[src/rtl/sid_voice_sched.sv]
// sid_voice_sched: shares one voice datapath across 2 SID chips x 3 voices.
// Each round gives every voice one active datapath cycle, in fixed slot order.
// Each delayed result is captured into a per-voice holding register.
// A millisecond tick is held for a whole round, so every voice sees the same tick.
// Optional build macro SID_VOICE_SCHED_OSC3_EN: captures OSC3 of voices 2 and 5
// into osc3_out. Without it, osc3_out is tied to zero.
//
// state | meaning
// IDLE  | waiting for start
// RUN   | one active datapath cycle per voice, slot 0..NUM_VOICES-1
// FLUSH | result of the last slot arrives; a start here chains the next round

module sid_voice_sched #(
   parameter int NUM_VOICES = 6,
   parameter int CLK_PER_MS = 24000
) (
   input  logic                     clk,
   input  logic                     rst,
   input  logic                     start,
   output logic                     busy,
   output logic                     done,
   output logic                     overrun,
   output logic                     active,
   output logic [2:0]               slot,
   output logic                     tick_ms,
   input  logic [21:0]              voice_o,
   input  logic [7:0]               osc_o,
   output logic [22*NUM_VOICES-1:0] voice_out,
   output logic [15:0]              osc3_out
);

   localparam int              MS_W      = (CLK_PER_MS > 1) ? $clog2(CLK_PER_MS) : 1;
   localparam logic [2:0]      LAST_SLOT = 3'(NUM_VOICES - 1);
   localparam logic [MS_W-1:0] MS_LAST   = MS_W'(CLK_PER_MS - 1);

   typedef enum logic [1:0] {
      IDLE  = 2'd0,
      RUN   = 2'd1,
      FLUSH = 2'd2
   } state_t;

   state_t                  state_q, state_d;
   logic                    busy_q, busy_d;
   logic                    done_q, done_d;
   logic                    overrun_q, overrun_d;
   logic                    active_q, active_d;
   logic [2:0]              slot_q, slot_d;
   logic                    tick_ms_q, tick_ms_d;
   logic                    tick_round_q, tick_round_d;
   logic                    tick_pending_q, tick_pending_d;
   logic [MS_W-1:0]         ms_cnt_q, ms_cnt_d;
   logic                    cap_vld_q, cap_vld_d;
   logic [2:0]              cap_idx_q, cap_idx_d;
   logic [22*NUM_VOICES-1:0] voice_out_q, voice_out_d;
   logic                    accept;
   logic                    ms_wrap;

   // Next-state logic: slot sequencing, start acceptance, ms tick, and capture pipeline
   always_comb begin
      ms_wrap        = (ms_cnt_q == MS_LAST);
      ms_cnt_d       = ms_wrap ? '0 : ms_cnt_q + 1'b1;
      state_d        = state_q;
      slot_d         = slot_q;
      overrun_d      = overrun_q;
      tick_round_d   = tick_round_q;
      tick_pending_d = tick_pending_q;
      accept         = 1'b0;

      case (state_q)
         IDLE: begin
            if (start) begin
               accept  = 1'b1;
               state_d = RUN;
               slot_d  = 3'd0;
            end
         end
         RUN: begin
            // The datapath delay lines cannot tolerate a stall, so a start here is lost
            if (start) begin
               overrun_d = 1'b1;
            end
            if (slot_q == LAST_SLOT) begin
               state_d = FLUSH;
               slot_d  = 3'd0;
            end else begin
               slot_d = slot_q + 3'd1;
            end
         end
         FLUSH: begin
            if (start) begin
               accept  = 1'b1;
               state_d = RUN;
               slot_d  = 3'd0;
            end else begin
               state_d = IDLE;
            end
         end
         default: begin
            state_d = IDLE;
            slot_d  = 3'd0;
         end
      endcase

      // A wrap in the accept cycle belongs to the round that starts now
      if (accept) begin
         tick_round_d   = tick_pending_q | ms_wrap;
         tick_pending_d = 1'b0;
      end else if (ms_wrap) begin
         tick_pending_d = 1'b1;
      end

      active_d  = (state_d == RUN);
      busy_d    = (state_d != IDLE);
      tick_ms_d = tick_round_d & active_d;

      // Results lag the active cycle by one, so capture uses the previous slot
      cap_vld_d = active_q;
      cap_idx_d = slot_q;
      done_d    = cap_vld_q & (cap_idx_q == LAST_SLOT);
   end

   // Per-voice holding registers: only the arriving slot's entry changes
   always_comb begin
      voice_out_d = voice_out_q;
      if (cap_vld_q) begin
         for (int k = 0; k < NUM_VOICES; k++) begin
            if (cap_idx_q == 3'(k)) begin
               voice_out_d[22*k +: 22] = voice_o;
            end
         end
      end
   end

   // State and output registers
   always_ff @(posedge clk) begin
      if (rst) begin
         state_q        <= IDLE;
         busy_q         <= 1'b0;
         done_q         <= 1'b0;
         overrun_q      <= 1'b0;
         active_q       <= 1'b0;
         slot_q         <= 3'd0;
         tick_ms_q      <= 1'b0;
         tick_round_q   <= 1'b0;
         tick_pending_q <= 1'b0;
         ms_cnt_q       <= '0;
         cap_vld_q      <= 1'b0;
         cap_idx_q      <= 3'd0;
         voice_out_q    <= '0;
      end else begin
         state_q        <= state_d;
         busy_q         <= busy_d;
         done_q         <= done_d;
         overrun_q      <= overrun_d;
         active_q       <= active_d;
         slot_q         <= slot_d;
         tick_ms_q      <= tick_ms_d;
         tick_round_q   <= tick_round_d;
         tick_pending_q <= tick_pending_d;
         ms_cnt_q       <= ms_cnt_d;
         cap_vld_q      <= cap_vld_d;
         cap_idx_q      <= cap_idx_d;
         voice_out_q    <= voice_out_d;
      end
   end

   assign busy      = busy_q;
   assign done      = done_q;
   assign overrun   = overrun_q;
   assign active    = active_q;
   assign slot      = slot_q;
   assign tick_ms   = tick_ms_q;
   assign voice_out = voice_out_q;

`ifdef SID_VOICE_SCHED_OSC3_EN
   logic [15:0] osc3_q, osc3_d;

   // OSC3 of voice 2 (chip 0) and voice 5 (chip 1), on the same timing as voice_out
   always_comb begin
      osc3_d = osc3_q;
      if (cap_vld_q && (cap_idx_q == 3'd2)) begin
         osc3_d[7:0] = osc_o;
      end
      if (cap_vld_q && (cap_idx_q == 3'd5)) begin
         osc3_d[15:8] = osc_o;
      end
   end

   // OSC3 holding register
   always_ff @(posedge clk) begin
      if (rst) begin
         osc3_q <= 16'h0000;
      end else begin
         osc3_q <= osc3_d;
      end
   end

   assign osc3_out = osc3_q;
`else
   logic unused_osc;
   assign unused_osc = ^osc_o;
   assign osc3_out   = 16'h0000;
`endif

endmodule

[config.mk]
export PLATFORM = sky130hd
export DESIGN_NAME = sid_voice_sched
export DESIGN_NICKNAME = d
export VERILOG_FILES = /design/src/rtl/sid_voice_sched.sv
export SDC_FILE = /design/constraint.sdc
export NUM_CORES = 1
export LEC_CHECK = 0
export CAP_MARGIN = 0
export CORE_MARGIN = 2
export CORE_UTILIZATION = 25
export CTS_CLUSTER_DIAMETER = 120
export DETAILED_ROUTE_END_ITERATION = 8
export HOLD_SLACK_MARGIN = 0.06
export PLACE_DENSITY = 0.46
export SYNTH_ARGS = -nofsm -noshare
export SYNTH_HDL_FRONTEND = slang
export SYNTH_SLANG_ARGS = --single-unit
[constraint.sdc]
create_clock -name clk -period 1.78 [get_ports clk]
set_input_delay 0.267 -clock clk [delete_from_list [all_inputs] [get_ports clk]]
set_output_delay 0.267 -clock clk [all_outputs]
set_load 0.1 [all_outputs]
* After elaboration in Yosys (flattened, before gate mapping) *
Index checks and enable logic that the tools add are counted.

storage, ports and cells
  flip-flop bits (word level) = 163
  input bits = 33
  logic and storage cells = 57

operators by class
  add/subtract/negate cells = 2
  equal/unequal tests = 11
  muxes and demuxes = 10
  bitwise operators = 3
  reductions and logical operators = 13

operators by type and width
  kind                                                                      number
  15-bit by 1-bit adder with 15-bit output (second input constant)          1
  15-bit equality test (second input constant)                              1
  2-bit AND reduction                                                       7
  3-bit equality test (second input constant)                               3
  3-bit by 2-bit equality test with 1-bit output (second input constant)    2
  3-bit two-way mux                                                         2
  2-bit case mux with 3 select lines                                        1
  3-bit case mux with 2 select lines                                        1
  2-bit OR reduction                                                        3
  2-bit by 1-bit equality test with 1-bit output (second input constant)    2
  1-bit two-way mux                                                         4
  2-bit two-way mux                                                         2
  3-bit by 1-bit adder with 3-bit output (second input constant)            1
  3-bit by 1-bit equality test with 1-bit output (second input constant)    1
  3-bit logical NOT                                                         1
  1-bit bitwise AND                                                         2
  2-bit equality test (second input constant)                               1
  2-bit logical NOT                                                         1
  2-bit by 1-bit inequality test with 1-bit output (second input constant)  1
  2-bit nonzero test                                                        1
  1-bit bitwise OR                                                          1

* Logic depth before layout (Yosys ltp) *
  word-level depth = 5
  depth in mapped cells = 7
  mapped depth without buffers = 5

* Least setup slack after synthesis *
Ideal clock, no wire load.

  kind = reg-to-reg
  from = register slot_q[1] (netlist: slot[1])
  to = register tick_ms_q (netlist: tick_ms)
  data arrival time = 1545 ps
  path slack = 164 ps
  stages on the path, launching flop included = 5
  path buffers = 0
  period minus slack after synthesis = 1616 ps
  cell sequence = dfxtp_1 -> inv_1 -> a31oi_1 -> nand2_1 -> a21oi_1

on the way
  longest elaborated chain between the ends = 5

RTL lines
  element                                         RTL line  source
  start: declaration                              47        logic [2:0] slot_q, slot_d;
  start signal: assignment                        156       slot_q <= slot_d;
  3-bit equality test                             82        if (slot_q == LAST_SLOT) begin
  2-bit two-way mux                               82
  2-bit case mux with 3 select lines              69        case (state_q)
  2-bit by 1-bit equality test with 1-bit output  112       active_d = (state_d == RUN);
  1-bit bitwise AND                               114       tick_ms_d = tick_round_d & active_d;
  end signal: assignment                          157       tick_ms_q <= tick_ms_d;
  end: declaration                                48        logic tick_ms_q, tick_ms_d;

Every way passes these cells.
A chain may end at the register's enable or synchronous reset.

* Final worst setup path *
  from = register ms_cnt_q[9]
  to = register ms_cnt_q[14]

on the way
  longest elaborated chain between the ends = 2
  elaborated cells between the ends (all ways) = 3
  classes of those cells = add/sub: 1; eq/ne: 1; reduce/logical: 1

RTL lines
  element                                                                                           RTL line  source
  start: declaration                                                                                51        logic [MS_W-1:0] ms_cnt_q, ms_cnt_d;
  start signal: assignment                                                                          160       ms_cnt_q <= ms_cnt_d;
  parallel branches: the longest is 2 deep, another holds 15-bit by 1-bit adder with 15-bit output  --

Several ways; the timed one is not identified.

==> flow_metrics.py <==
metrics = {
    "routing": {
        "detail_route.iter0.violations": 310,
        "wl_met3_um": 1310,
        "drt.antenna.violating_nets": 0,
        "routed_met1_length_um": 8560,
        "drt_pass1_iterations": 4,
        "wirelength_um": 18400,
        "detail_route.vias_per_cell": 4.20,
        "wire_length_on_met2_um": 8350,
        "route.detailed.wl_per_inst_um": 15.1,
        "via_count": 5121,
        "detail_route.drc_violations": 0,
        "highest_layer": "met4",
    },
    "global_routing": {
        "global_route.overflow_total": 0,
        "grt_max_degree": 111,
        "gr-usage-all-layers_pct": 14.8,
        "vias_in_the_first_global_route": 4637,
        "wire_length_of_the_first_global_routing_pass_um": 27600,
        "number_of_antenna_violations_at_the_first_check_in_global_routing": 0,
    },
    "cts": {
        "tritoncts_num_sinks": 163,
        "clock_tree.buffer_depth": 2,
        "cts_hold_buffers": 0,
        "clock_transition_at_the_register_clock_pins_on_the_worst_setup_and_hold_paths_after_cts_ns": 0.06,
        "ctsResizeCount": 0,
        "cts_htree_levels": 4,
        "clock_latency_ns": 0.43,
        "num_cts_buffers": 17,
        "post_cts.repair.setup_buffers": 0,
        "cts.root.buffer_cell": "sky130_fd_sc_hd__clkbuf_16",
        "tritoncts": "built",
    },
    "synth": {
        "synth_top_area_share_pct": 55.7,
        "yosys_most_used_dff": "sky130_fd_sc_hd__dfxtp_1",
        "netlist_top_cells_area": "sky130_fd_sc_hd__dfxtp_1 56%, sky130_fd_sc_hd__nand2_1 18%, sky130_fd_sc_hd__a21oi_1 12%",
        "ys_async_sr_fraction_pct": 0,
        "synth_cells": 732,
        "netlist.top_cell.by_area": "sky130_fd_sc_hd__dfxtp_1",
        "synth_enable_flop_cells": 0,
        "synth.lib_cells_used.distinct": 30,
        "yosys_register_bits": 163,
        "yosysSeqAreaShare_pct": 55.7,
        "avgSynthCellArea_um2": 8.00,
        "mappedNetlistArea_um2": 5860,
        "synth.yosys.warnings": 0,
    },
    "worst_setup_path": {
        "regToRegEndpoint": "ms_cnt_q[14]",
        "crit_fanout": 14,
        "crit-reg2reg-launch": "ms_cnt_q[9]",
        "timing.critical_path.arrival_ns": 1.91,
        "worst_setup_path_start_kind": "register",
        "timing.reg2reg.setup_slack_ns": 0.19,
        "timing.setup.critical_path_class": "reg -> reg",
        "worstRegToRegCells": 5,
        "cp.required_ns": 2.10,
        "setup.worst_path.end_class": "register",
    },
    "placed_design": {
        "placement.io_buffers": 164,
        "gp_congestion": 0.741,
        "detailedPlace.worstSlack_ns": 0.165,
        "detailedPlacementHpwl_um": 12700,
        "place_area_um2": 8040,
    },
    "die": {
        "core_area_um2": 23300,
        "design.portCount": 189,
        "chipWidth_um": 157,
        "die_y_um": 157,
        "initial_util_pct": 25.2,
        "fp.dieArea_um2": 24700,
        "placement_rows": 56,
    },
    "power_and_ir_drop": {
        "max-vdd-ir-drop_v": 0.000425,
        "power_density_nw_per_um2": 926,
        "finalPower_mw": 7.93,
        "power.static_leakage_nw": 3.13,
    },
    "timing": {
        "clock.fmax_mhz": 631,
        "worst_slew_pin_slew_ns": 0.539,
        "fin_hold_ws_ns": 0.0951,
        "grt_setup_unrepaired": "false",
        "portion_of_the_clock_cycle_consumed_by_the_worst_path_in_the_final_layout_pct": 89.1,
        "report.final.setup_viol": 0,
        "fin_crit_ns": 1.59,
        "finalWorstSetupSlack_ns": 0.194,
        "max_slew_vio_count": 0,
        "setup_total_negative_slack_ns": 0,
        "timing.final.hold_violations": 0,
        "timing.max_slew.rel_slack_pct": 64.1,
        "timing.clock.skew_ns": 0.00728,
    },
    "worst_hold_path": {
        "whs_endpoint": "ms_cnt_q[2]",
        "min_path_cells": 2,
        "worstHoldStart": "rst",
        "worst_hold_path_type": "in -> reg",
    },
    "final_layout": {
        "layout-drive-gt1-share_pct": 22.6,
        "area_delta_synth_final_pct": 46.3,
        "net_count_reported_at_finish": 924,
        "design_area_um2": 8570,
        "most-common-layout-cells": "276 x sky130_fd_sc_hd__nand2_1, 163 x sky130_fd_sc_hd__dfxtp_1, 138 x sky130_fd_sc_hd__a21oi_1",
        "n_antenna_cell": 0,
        "most_frequent_standard_cell_in_the_layout_excluding_fill_and_tap_cells": "sky130_fd_sc_hd__nand2_1",
    },
    "outcome": {
        "outcome": "complete, no violations",
    },
    "job": {
        "drv_cap": 0,
    },
}
[layer usage]
metal	global-route usage (%)	vias to the layer above
met1	20.8	2316
met3	4.30	13
met4	4.42	0
li1	-	2645
met2	21.9	147
met5	0	-
[logic make-up (layout without fill, tap and decap cells)]
logic type	after synthesis	after routing	synth area share [%]
flip-flops	163	163	55.7
other	1	16	0.0640
AND/OR/NAND/NOR	350	350	24.4
buffers and inverters	62	215	5.47
AO/OA/AOI/OAI	142	142	12.2
adder cells (fa/ha/maj)	1	1	0.214
XOR/XNOR	13	13	1.94
[worst max path at each step]
stage	start	cells after the start	endpoint	slack, ns
finish	ms_cnt_q[9]	5	ms_cnt_q[14]	0.19
global route	ms_cnt_q[9]	5	ms_cnt_q[4]	0.08
CTS	ms_cnt_q[9]	5	ms_cnt_q[3]	0.16
detailed placement	ms_cnt_q[9]	5	ms_cnt_q[14]	0.17
global placement	ms_cnt_q[9]	5	ms_cnt_q[14]	0.19
floorplan	slot[1]	4	tick_ms	0.16
[cells in the mapped netlist, types with 3 or more instances]
cell type,count
sky130_fd_sc_hd__nand3_1,7
sky130_fd_sc_hd__buf_2,3
sky130_fd_sc_hd__nand4_1,3
sky130_fd_sc_hd__nor3_1,7
sky130_fd_sc_hd__nor2b_1,7
sky130_fd_sc_hd__nand2_1,276
sky130_fd_sc_hd__clkbuf_1,37
sky130_fd_sc_hd__buf_4,16
sky130_fd_sc_hd__nor2_1,26
sky130_fd_sc_hd__nor4_1,4
sky130_fd_sc_hd__nor2_2,10
sky130_fd_sc_hd__a21oi_1,138
sky130_fd_sc_hd__inv_1,4
sky130_fd_sc_hd__dfxtp_1,163
sky130_fd_sc_hd__xnor2_1,11
sky130_fd_sc_hd__nand2b_1,4
[sequential cells by signal, indices dropped and copies added, names as in the netlist]
signal / count
busy: 1
voice_out: 132
state_q: 2
tick_round_q: 1
tick_pending_q: 1
cap_idx_q: 3
slot: 3
tick_ms: 1
cap_vld_q: 1
overrun: 1
done: 1
active: 1
ms_cnt_q: 15
[worst max-delay path, cell delays in order, from the launching register on]
cell and delay [ns]:
sky130_fd_sc_hd__dfxtp_1 0.33, sky130_fd_sc_hd__or3b_1 0.38, sky130_fd_sc_hd__nor4_2 0.36, sky130_fd_sc_hd__or2_1 0.19, sky130_fd_sc_hd__buf_12 0.16, sky130_fd_sc_hd__nor2_1 0.05
[report_power, final]
part | internal [mW] | switching (mW)
Sequential | 3.69 | 0.0435
Combinational | 0.193 | 0.592
Clock | 1.93 | 1.49
[per-stage QoR]
stage                     instances  util, %
after floorplan                 747        -
after global placement         1190     34.6
after detailed placement       1190     34.6
after CTS                      1219     36.8
after global routing           1219     36.8
final                          1219     36.8
[cell type report]
type / instances / area, um2
clock inverter: 10 / 88.8
timing repair buffer: 182 / 2010
clock buffer: 19 / 443
fill: 2444 / 14700
sequential: 163 / 3260
tap: 319 / 399
multi-input combinational: 522 / 2350
inverter: 4 / 15.0
Power figures use the tool's default switching activity.
